--- src/rtl/rs_issue_sched.sv ---
// Reservation-station issue scheduler: allocates dispatched micro-ops,
// wakes sources from the result-tag broadcast, and picks the oldest ready
// entry per functional unit using an age matrix.
module rs_issue_sched #(
  parameter int unsigned NUM_FUS    = 4,
  parameter int unsigned RS_ENTRIES = 8,
  parameter int unsigned TAG_W      = 6,
  parameter int unsigned PAYLOAD_W  = 32,
  parameter int unsigned FU_W       = $clog2(NUM_FUS)
) (
  input  logic                                  clk,
  input  logic                                  rst,
  input  logic                                  flush,
  input  logic                                  disp_valid,
  output logic                                  disp_ready,
  input  logic [FU_W-1:0]                       disp_fu,
  input  logic [TAG_W-1:0]                      disp_src1_tag,
  input  logic [TAG_W-1:0]                      disp_src2_tag,
  input  logic                                  disp_src1_rdy,
  input  logic                                  disp_src2_rdy,
  input  logic [TAG_W-1:0]                      disp_dst_tag,
  input  logic [PAYLOAD_W-1:0]                  disp_payload,
  input  logic                                  wb_valid,
  input  logic [TAG_W-1:0]                      wb_tag,
  input  logic [NUM_FUS-1:0]                    fu_ready,
  output logic [NUM_FUS-1:0]                    iss_valid,
  output logic [NUM_FUS*TAG_W-1:0]              iss_dst_tag,
  output logic [NUM_FUS*PAYLOAD_W-1:0]          iss_payload,
  output logic [$clog2(RS_ENTRIES+1)-1:0]       occupancy
);

  localparam int unsigned IDX_W = $clog2(RS_ENTRIES);
  localparam int unsigned OCC_W = $clog2(RS_ENTRIES+1);

  // Entry storage
  logic [RS_ENTRIES-1:0] valid_q;
  logic [RS_ENTRIES-1:0] src1_rdy_q;
  logic [RS_ENTRIES-1:0] src2_rdy_q;
  logic [FU_W-1:0]       fu_q       [RS_ENTRIES];
  logic [TAG_W-1:0]      src1_tag_q [RS_ENTRIES];
  logic [TAG_W-1:0]      src2_tag_q [RS_ENTRIES];
  logic [TAG_W-1:0]      dst_tag_q  [RS_ENTRIES];
  logic [PAYLOAD_W-1:0]  payload_q  [RS_ENTRIES];
  // older_q[i][j] set: entry i is older than entry j
  logic [RS_ENTRIES-1:0] older_q    [RS_ENTRIES];
  logic [OCC_W-1:0]      occ_q;

  // Combinational helpers
  logic [IDX_W-1:0]      alloc_idx;
  logic                  disp_fire;
  logic                  disp_s1_rdy_c;
  logic                  disp_s2_rdy_c;
  logic [RS_ENTRIES-1:0] eligible;
  logic [RS_ENTRIES-1:0] req [NUM_FUS];
  logic [RS_ENTRIES-1:0] sel [NUM_FUS];
  logic [RS_ENTRIES-1:0] clr;
  logic [OCC_W-1:0]      iss_cnt;

  assign disp_ready = ~&valid_q;
  assign disp_fire  = disp_valid & disp_ready & ~flush;
  assign eligible   = valid_q & src1_rdy_q & src2_rdy_q;
  assign occupancy  = occ_q;

  // Lowest free entry and same-cycle wakeup bypass for the dispatching op
  always_comb begin
    alloc_idx = '0;
    for (int i = RS_ENTRIES - 1; i >= 0; i--) begin
      if (!valid_q[i]) alloc_idx = IDX_W'(i);
    end
    disp_s1_rdy_c = disp_src1_rdy | (wb_valid & (disp_src1_tag == wb_tag));
    disp_s2_rdy_c = disp_src2_rdy | (wb_valid & (disp_src2_tag == wb_tag));
  end

  // Per-FU oldest-ready select, issue handshake and output mux
  always_comb begin
    iss_valid   = '0;
    iss_dst_tag = '0;
    iss_payload = '0;
    clr         = '0;
    iss_cnt     = '0;
    for (int k = 0; k < NUM_FUS; k++) begin
      req[k] = '0;
      sel[k] = '0;
      for (int i = 0; i < RS_ENTRIES; i++) begin
        req[k][i] = eligible[i] && (fu_q[i] == FU_W'(k));
      end
      for (int i = 0; i < RS_ENTRIES; i++) begin
        sel[k][i] = req[k][i];
        for (int j = 0; j < RS_ENTRIES; j++) begin
          if (req[k][j] && older_q[j][i]) sel[k][i] = 1'b0;
        end
      end
      iss_valid[k] = (|sel[k]) & fu_ready[k] & ~flush;
      if (iss_valid[k]) begin
        clr     = clr | sel[k];
        iss_cnt = iss_cnt + OCC_W'(1);
        for (int i = 0; i < RS_ENTRIES; i++) begin
          if (sel[k][i]) begin
            iss_dst_tag[k*TAG_W +: TAG_W]         = dst_tag_q[i];
            iss_payload[k*PAYLOAD_W +: PAYLOAD_W] = payload_q[i];
          end
        end
      end
    end
  end

  // Entry state: flush, issue clear, wakeup, and dispatch write
  always_ff @(posedge clk or posedge rst) begin
    if (rst) begin
      valid_q    <= '0;
      src1_rdy_q <= '0;
      src2_rdy_q <= '0;
      for (int i = 0; i < RS_ENTRIES; i++) begin
        fu_q[i]       <= '0;
        src1_tag_q[i] <= '0;
        src2_tag_q[i] <= '0;
        dst_tag_q[i]  <= '0;
        payload_q[i]  <= '0;
      end
    end else if (flush) begin
      valid_q <= '0;
    end else begin
      for (int i = 0; i < RS_ENTRIES; i++) begin
        if (clr[i]) valid_q[i] <= 1'b0;
        if (wb_valid && valid_q[i] && (src1_tag_q[i] == wb_tag)) src1_rdy_q[i] <= 1'b1;
        if (wb_valid && valid_q[i] && (src2_tag_q[i] == wb_tag)) src2_rdy_q[i] <= 1'b1;
      end
      if (disp_fire) begin
        valid_q[alloc_idx]    <= 1'b1;
        fu_q[alloc_idx]       <= disp_fu;
        src1_tag_q[alloc_idx] <= disp_src1_tag;
        src2_tag_q[alloc_idx] <= disp_src2_tag;
        src1_rdy_q[alloc_idx] <= disp_s1_rdy_c;
        src2_rdy_q[alloc_idx] <= disp_s2_rdy_c;
        dst_tag_q[alloc_idx]  <= disp_dst_tag;
        payload_q[alloc_idx]  <= disp_payload;
      end
    end
  end

  // Age matrix: a new entry is younger than every entry currently valid
  always_ff @(posedge clk or posedge rst) begin
    if (rst) begin
      for (int i = 0; i < RS_ENTRIES; i++) older_q[i] <= '0;
    end else if (disp_fire) begin
      for (int j = 0; j < RS_ENTRIES; j++) older_q[j][alloc_idx] <= valid_q[j];
      older_q[alloc_idx] <= '0;
    end
  end

  // Occupancy count: +dispatch -issues, cleared by flush
  always_ff @(posedge clk or posedge rst) begin
    if (rst) begin
      occ_q <= '0;
    end else if (flush) begin
      occ_q <= '0;
    end else begin
      occ_q <= occ_q + OCC_W'(disp_fire) - iss_cnt;
    end
  end

endmodule

--- config.mk ---
export PLATFORM = sky130hd
export DESIGN_NAME = rs_issue_sched
export DESIGN_NICKNAME = d
export VERILOG_FILES = /design/src/rtl/rs_issue_sched.sv
export SDC_FILE = /design/constraint.sdc
export NUM_CORES = 2
export LEC_CHECK = 0
export CAP_MARGIN = 20
export CORE_MARGIN = 5
export CORE_UTILIZATION = 43
export CTS_BUF_LIST = sky130_fd_sc_hd__clkbuf_16
export CTS_CLUSTER_SIZE = 16
export DETAILED_ROUTE_END_ITERATION = 16
export PLACE_DENSITY_LB_ADDON = 0.3
export SYNTH_ARGS = -nofsm -noshare
export SYNTH_HDL_FRONTEND = slang
export SYNTH_SLANG_ARGS = --single-unit
--- constraint.sdc ---
create_clock -name clk -period 18.3 [get_ports clk]
set_input_delay 3.66 -clock clk [delete_from_list [all_inputs] [get_ports clk]]
set_output_delay 3.66 -clock clk [all_outputs]
set_load 0.02 [all_outputs]
# Word level (Yosys, flattened, before mapping)
# Index checks and enable logic that the tools add are counted.
dict set report word_totals {
  register_bits 508
  in_bits 69
  wordCells 878
}
dict set report classes {
  addsub 5
  order_cmp 4
  eq_ne 42
  mux 422
  bitwise 24
  n_reduce_logical 329
}
# operator n
set ops {}
lappend ops {{$mux W32} 37}
lappend ops {{$logic_and A1 B1 Y1} 314}
lappend ops {{$mux W1} 306}
lappend ops {{$bwmux W256} 1}
lappend ops {{$mux W6} 37}
lappend ops {{$bwmux W48} 3}
lappend ops {{$eq A6 B6 Y1} 18}
lappend ops {{$demux W32 S3} 1}
lappend ops {{$bwmux W8} 10}
lappend ops {{$mux W8} 9}
lappend ops {{$and A64 B64 Y64} 1}
lappend ops {{$not A64 Y64} 1}
lappend ops {{$eq A2 B2 Y1 const B} 16}
lappend ops {{$or A8 B8 Y8} 4}
lappend ops {{$reduce_or A8 Y1} 4}
lappend ops {{$demux W8 S3} 1}
lappend ops {{$mux W3} 8}
lappend ops {{$demux W6 S3} 1}
lappend ops {{$and A8 B8 Y8} 2}
lappend ops {{$bwmux W16} 1}
lappend ops {{$eq A2 B1 Y1 const B} 8}
lappend ops {{$logic_not A2 Y1} 8}
lappend ops {{$mux W4} 4}
lappend ops {{$add A4 B1 Y4 const B} 3}
lappend ops {{other kinds (16)} 28}

# Depth between registers and ports, before layout
dict set report depth {
  depth_word 27
  depth_mapped 21
  ltp_nobuf 19
}

# Worst setup path before layout
# Ideal clock, no wire load.
dict set report synth_timing {
  path_type {input-to-output}
  start {in fu_ready[1]}
  end {out iss_dst_tag[10]}
  arrival_time_ns 5.076
  t_required_ns 14.640
  path_slack_ns 9.564
  stages 4
  n_path_buf 1
  path_cell_list {buf_1 > nand2_1 > a41o_1 > nor4b_1}
}
dict set report synth_between {
  elab_chain_cells 3
}
# element line_no
set synth_lines {}
lappend synth_lines {{from (decl)} 25} ;# input logic [NUM_FUS-1:0] fu_ready,
lappend synth_lines {{$and A1 B1 Y1 (2 in a row)} 93} ;# iss_valid[k] = (|sel[k]) & fu_ready[k] & ~flush;
lappend synth_lines {{$mux W6} 94} ;# if (iss_valid[k]) begin
lappend synth_lines {{to (decl)} 27} ;# output logic [NUM_FUS*TAG_W-1:0] iss_dst_tag,
# Every way passes these cells.

# Worst setup path after layout
dict set report layout_timing {
  start {in flush}
  end {out iss_dst_tag[4]}
}
dict set report layout_between {
  elab_chain_cells 3
}
# element line_no
set layout_lines {}
lappend layout_lines {{from (decl)} 13} ;# input logic flush,
lappend layout_lines {{$not A1 Y1 (no source line)} --}
lappend layout_lines {{$and A1 B1 Y1} 93}
lappend layout_lines {{$mux W6} 94}
# Every way passes these cells.

==> flow_summary.toml <==
[power]
internal_power_mw = 2.00
max-vdd-ir-drop_mv = 0.0679
seq_power_share_pct = 48.4
switching_share_pct = 31.7
leakage_nw = 16.1
pwr-share-clk_pct = 38.2
power_density_nw_per_um2 = 79.7
power_switching_uw = 926
power_frac_comb_pct = 13.4

[placed_design]
numPortBuffers = 229
dp_slack_ns = 7.86
placed_cell_area_sq_um = 34900
placedCellCount = 4978
place.gp.congestion = 1.08
dp_hpwl_microns = 94200

[sta]
slew_headroom_pct = 18.4
period_minus_slack_ns = 10.57
tightestPinTransition_ns = 1.22
finalHoldViolations = 0
setup_tns_ns = 0
fin_ws_ns = 7.73
fin_crit_sh_pct = 57.7
fmax_ghz = 0.0946
rsz0062_at_grt = "false"
slew_violations = 0
holdWs_ns = 0.497
final-setup-viol-count = 0
fin_skew_ns = 0.0341

[floorplanning]
initial_utilization_pct = 43.2
die_y_microns = 283
die_w_microns = 283
placementRows = 100
core_sq_um = 74200
dieArea_sq_um = 80200
io_pins = 230

[synth]
synthTopCellsByCount = "nand2_1, dfrtp_1, clkbuf_1, o21ai_0, nand3_1"
synth_edf_count = 0
synth_ff_type = "dfrtp_1"
syn_inst = 4101
async_flop_share_pct = 100
yosysSeqAreaShare_pct = 39.6
synth_cell_types = 79
syn_avg_cell_area_sq_um = 7.82
netlist.area_leader.share_pct = 39.6
synth.most_common_cell = "nand2_1"
netlist_area_sq_um = 32100
synthTopCellsByArea = "dfrtp_1, nand2_1, clkbuf_1"
netlist.top_cell.by_area = "dfrtp_1"
ys_warn_count = 0
synthesis.nets = 4182
ys_seq_elements = 508

[global_route]
grt_pass1_wl_microns = 229000
grtUsageTotal_pct = 37.1
grt.overflow.total = 0
grt_max_degree = 90
grt_pass1_vias = 33724
antenna_found_initial = 5

[critical_path]
cp.required_ns = 14.64
endpoint_kind = "output port"
arrival_ns = 6.91
path_class = "input pin to output port"
crit_path_start_kind = "input pin"
cp_max_fo = 41
rrSetupSlack_ns = 10.85

[cts]
postCtsHoldBufs = 0
clock-root-buffer = "clkbuf_16"
cts_setup_buffers = 0
tritoncts = "yes"
clk_latency_ns = 0.65
clk_pin_slew_worst_paths_ns = 0.06
h-tree-depth = 2
cts_resized = 0
cts_buffer_depth = 3
cts_sinks = 508
cts_buffers = 57

[routing]
drtIter0Drc = 6185
drc_errors = 0
vias = 35316
routedWlPerCell_microns = 30.9
totalWireLength_microns = 157000
vias_per_cell = 6.93
drt_first_pass_iters = 9
antenna_left = 0

[layout]
final.fill_count = 7137
nNetsFinal = 4155
area_growth_pct = 14.4
layoutNonFillerInstCount = 5093
final_area_sq_um = 36700
drive_gt1_share_pct = 6.94

[min_path]
hold_class = "flip-flop to flip-flop"

[job]
drv_cap = 0

[run_status]
status = "complete, no violations"
[kinds of logic after synthesis]
family          share of synthesized area [%]
simple gates                             25.0
compound gates                           24.4
flops                                    39.6
buf+inv                                  5.39
xor+xnor                                 3.13
mux                                      1.95
fa+ha+maj                               0.491
[cell type report]
type,count,area [sq um],share of cell area [%]
repair buffers,321,3060,8.33
clock inverters,46,298,0.811
inverters,23,93.8,0.256
flip-flops and latches,508,12700,34.6
diodes,5,12.5,0.0341
clock buffers,58,1450,3.95
multi-input cells,3163,17900,48.7
well taps,969,1210,3.30
[final timing paths]
kind | startpoint | end | cells after the start
max in group asynchronous | rst | payload_q[151]$_DFFE_PP0P_ | 5
worst max register to register | valid_q[3]$_DFF_PP0_ | occupancy[3]$_DFF_PP0_ | 19
worst min-delay path | src1_tag_q[26]$_DFFE_PP0P_ | src1_tag_q[26]$_DFFE_PP0P_ | 2
worst min register to register | src1_tag_q[26]$_DFFE_PP0P_ | src1_tag_q[26]$_DFFE_PP0P_ | 2
worst max-delay path | flush | iss_dst_tag[4] | 8
min in group asynchronous | rst | occupancy[2]$_DFF_PP0_ | 2
[layout by cell type (no fill, tap or decap), types with 84 or more instances in the layout]
cell type,Yosys,layout
a21oi_1,160,160
nor2_1,135,122
clkdlybuf4s50_1,0,229
o22ai_1,145,145
nand3_1,185,182
buf_4,9,84
o21ai_0,199,199
a221oi_1,120,120
dfrtp_1,508,508
nand2_1,1396,1384
o221ai_1,112,112
[metrics by stage]
step                util [%]  power [mW]
global route            49.5        3.02
CTS                     49.3        2.91
floorplan                  -        1.64
finish                  49.5        2.93
global placement        46.9        1.80
detailed placement      47.0        1.81
[critical path, stage by stage]
cell	delay [ns]
clkdlybuf4s50_1	0.39
buf_4	0.25
nor2_1	0.33
o41ai_4	0.17
inv_2	0.84
o221ai_1	0.28
a31oi_1	0.30
clkdlybuf4s50_1	0.67
[power by group through the flow]
stage / logic, mW / clock network, mW / registers [mW]
2_1_floorplan: 0.268 / 0 / 1.37
3_3_place_gp: 0.374 / 0 / 1.42
3_5_place_dp: 0.381 / 0 / 1.42
4_1_cts: 0.383 / 1.12 / 1.41
5_1_grt: 0.427 / 1.16 / 1.43
6_report: 0.392 / 1.12 / 1.42
[flip-flops by register name, indices dropped and copies added (netlist names)]
signal / cells
payload_q: 256
src1_tag_q: 48
src2_tag_q: 48
src1_rdy_q: 8
dst_tag_q: 48
older_q: 64
fu_q: 16
src2_rdy_q: 8
occupancy: 4
valid_q: 8
[layer usage]
layer | global-route usage, % | up-vias | wire [microns]
li1 | - | 14615 | -
met1 | 49.5 | 16841 | 59600
met2 | 55.6 | 3101 | 67100
met3 | 9.92 | 755 | 20600
met4 | 19.3 | 4 | 10100
met5 | 0 | - | 26
(Power assumes the default switching activity.)
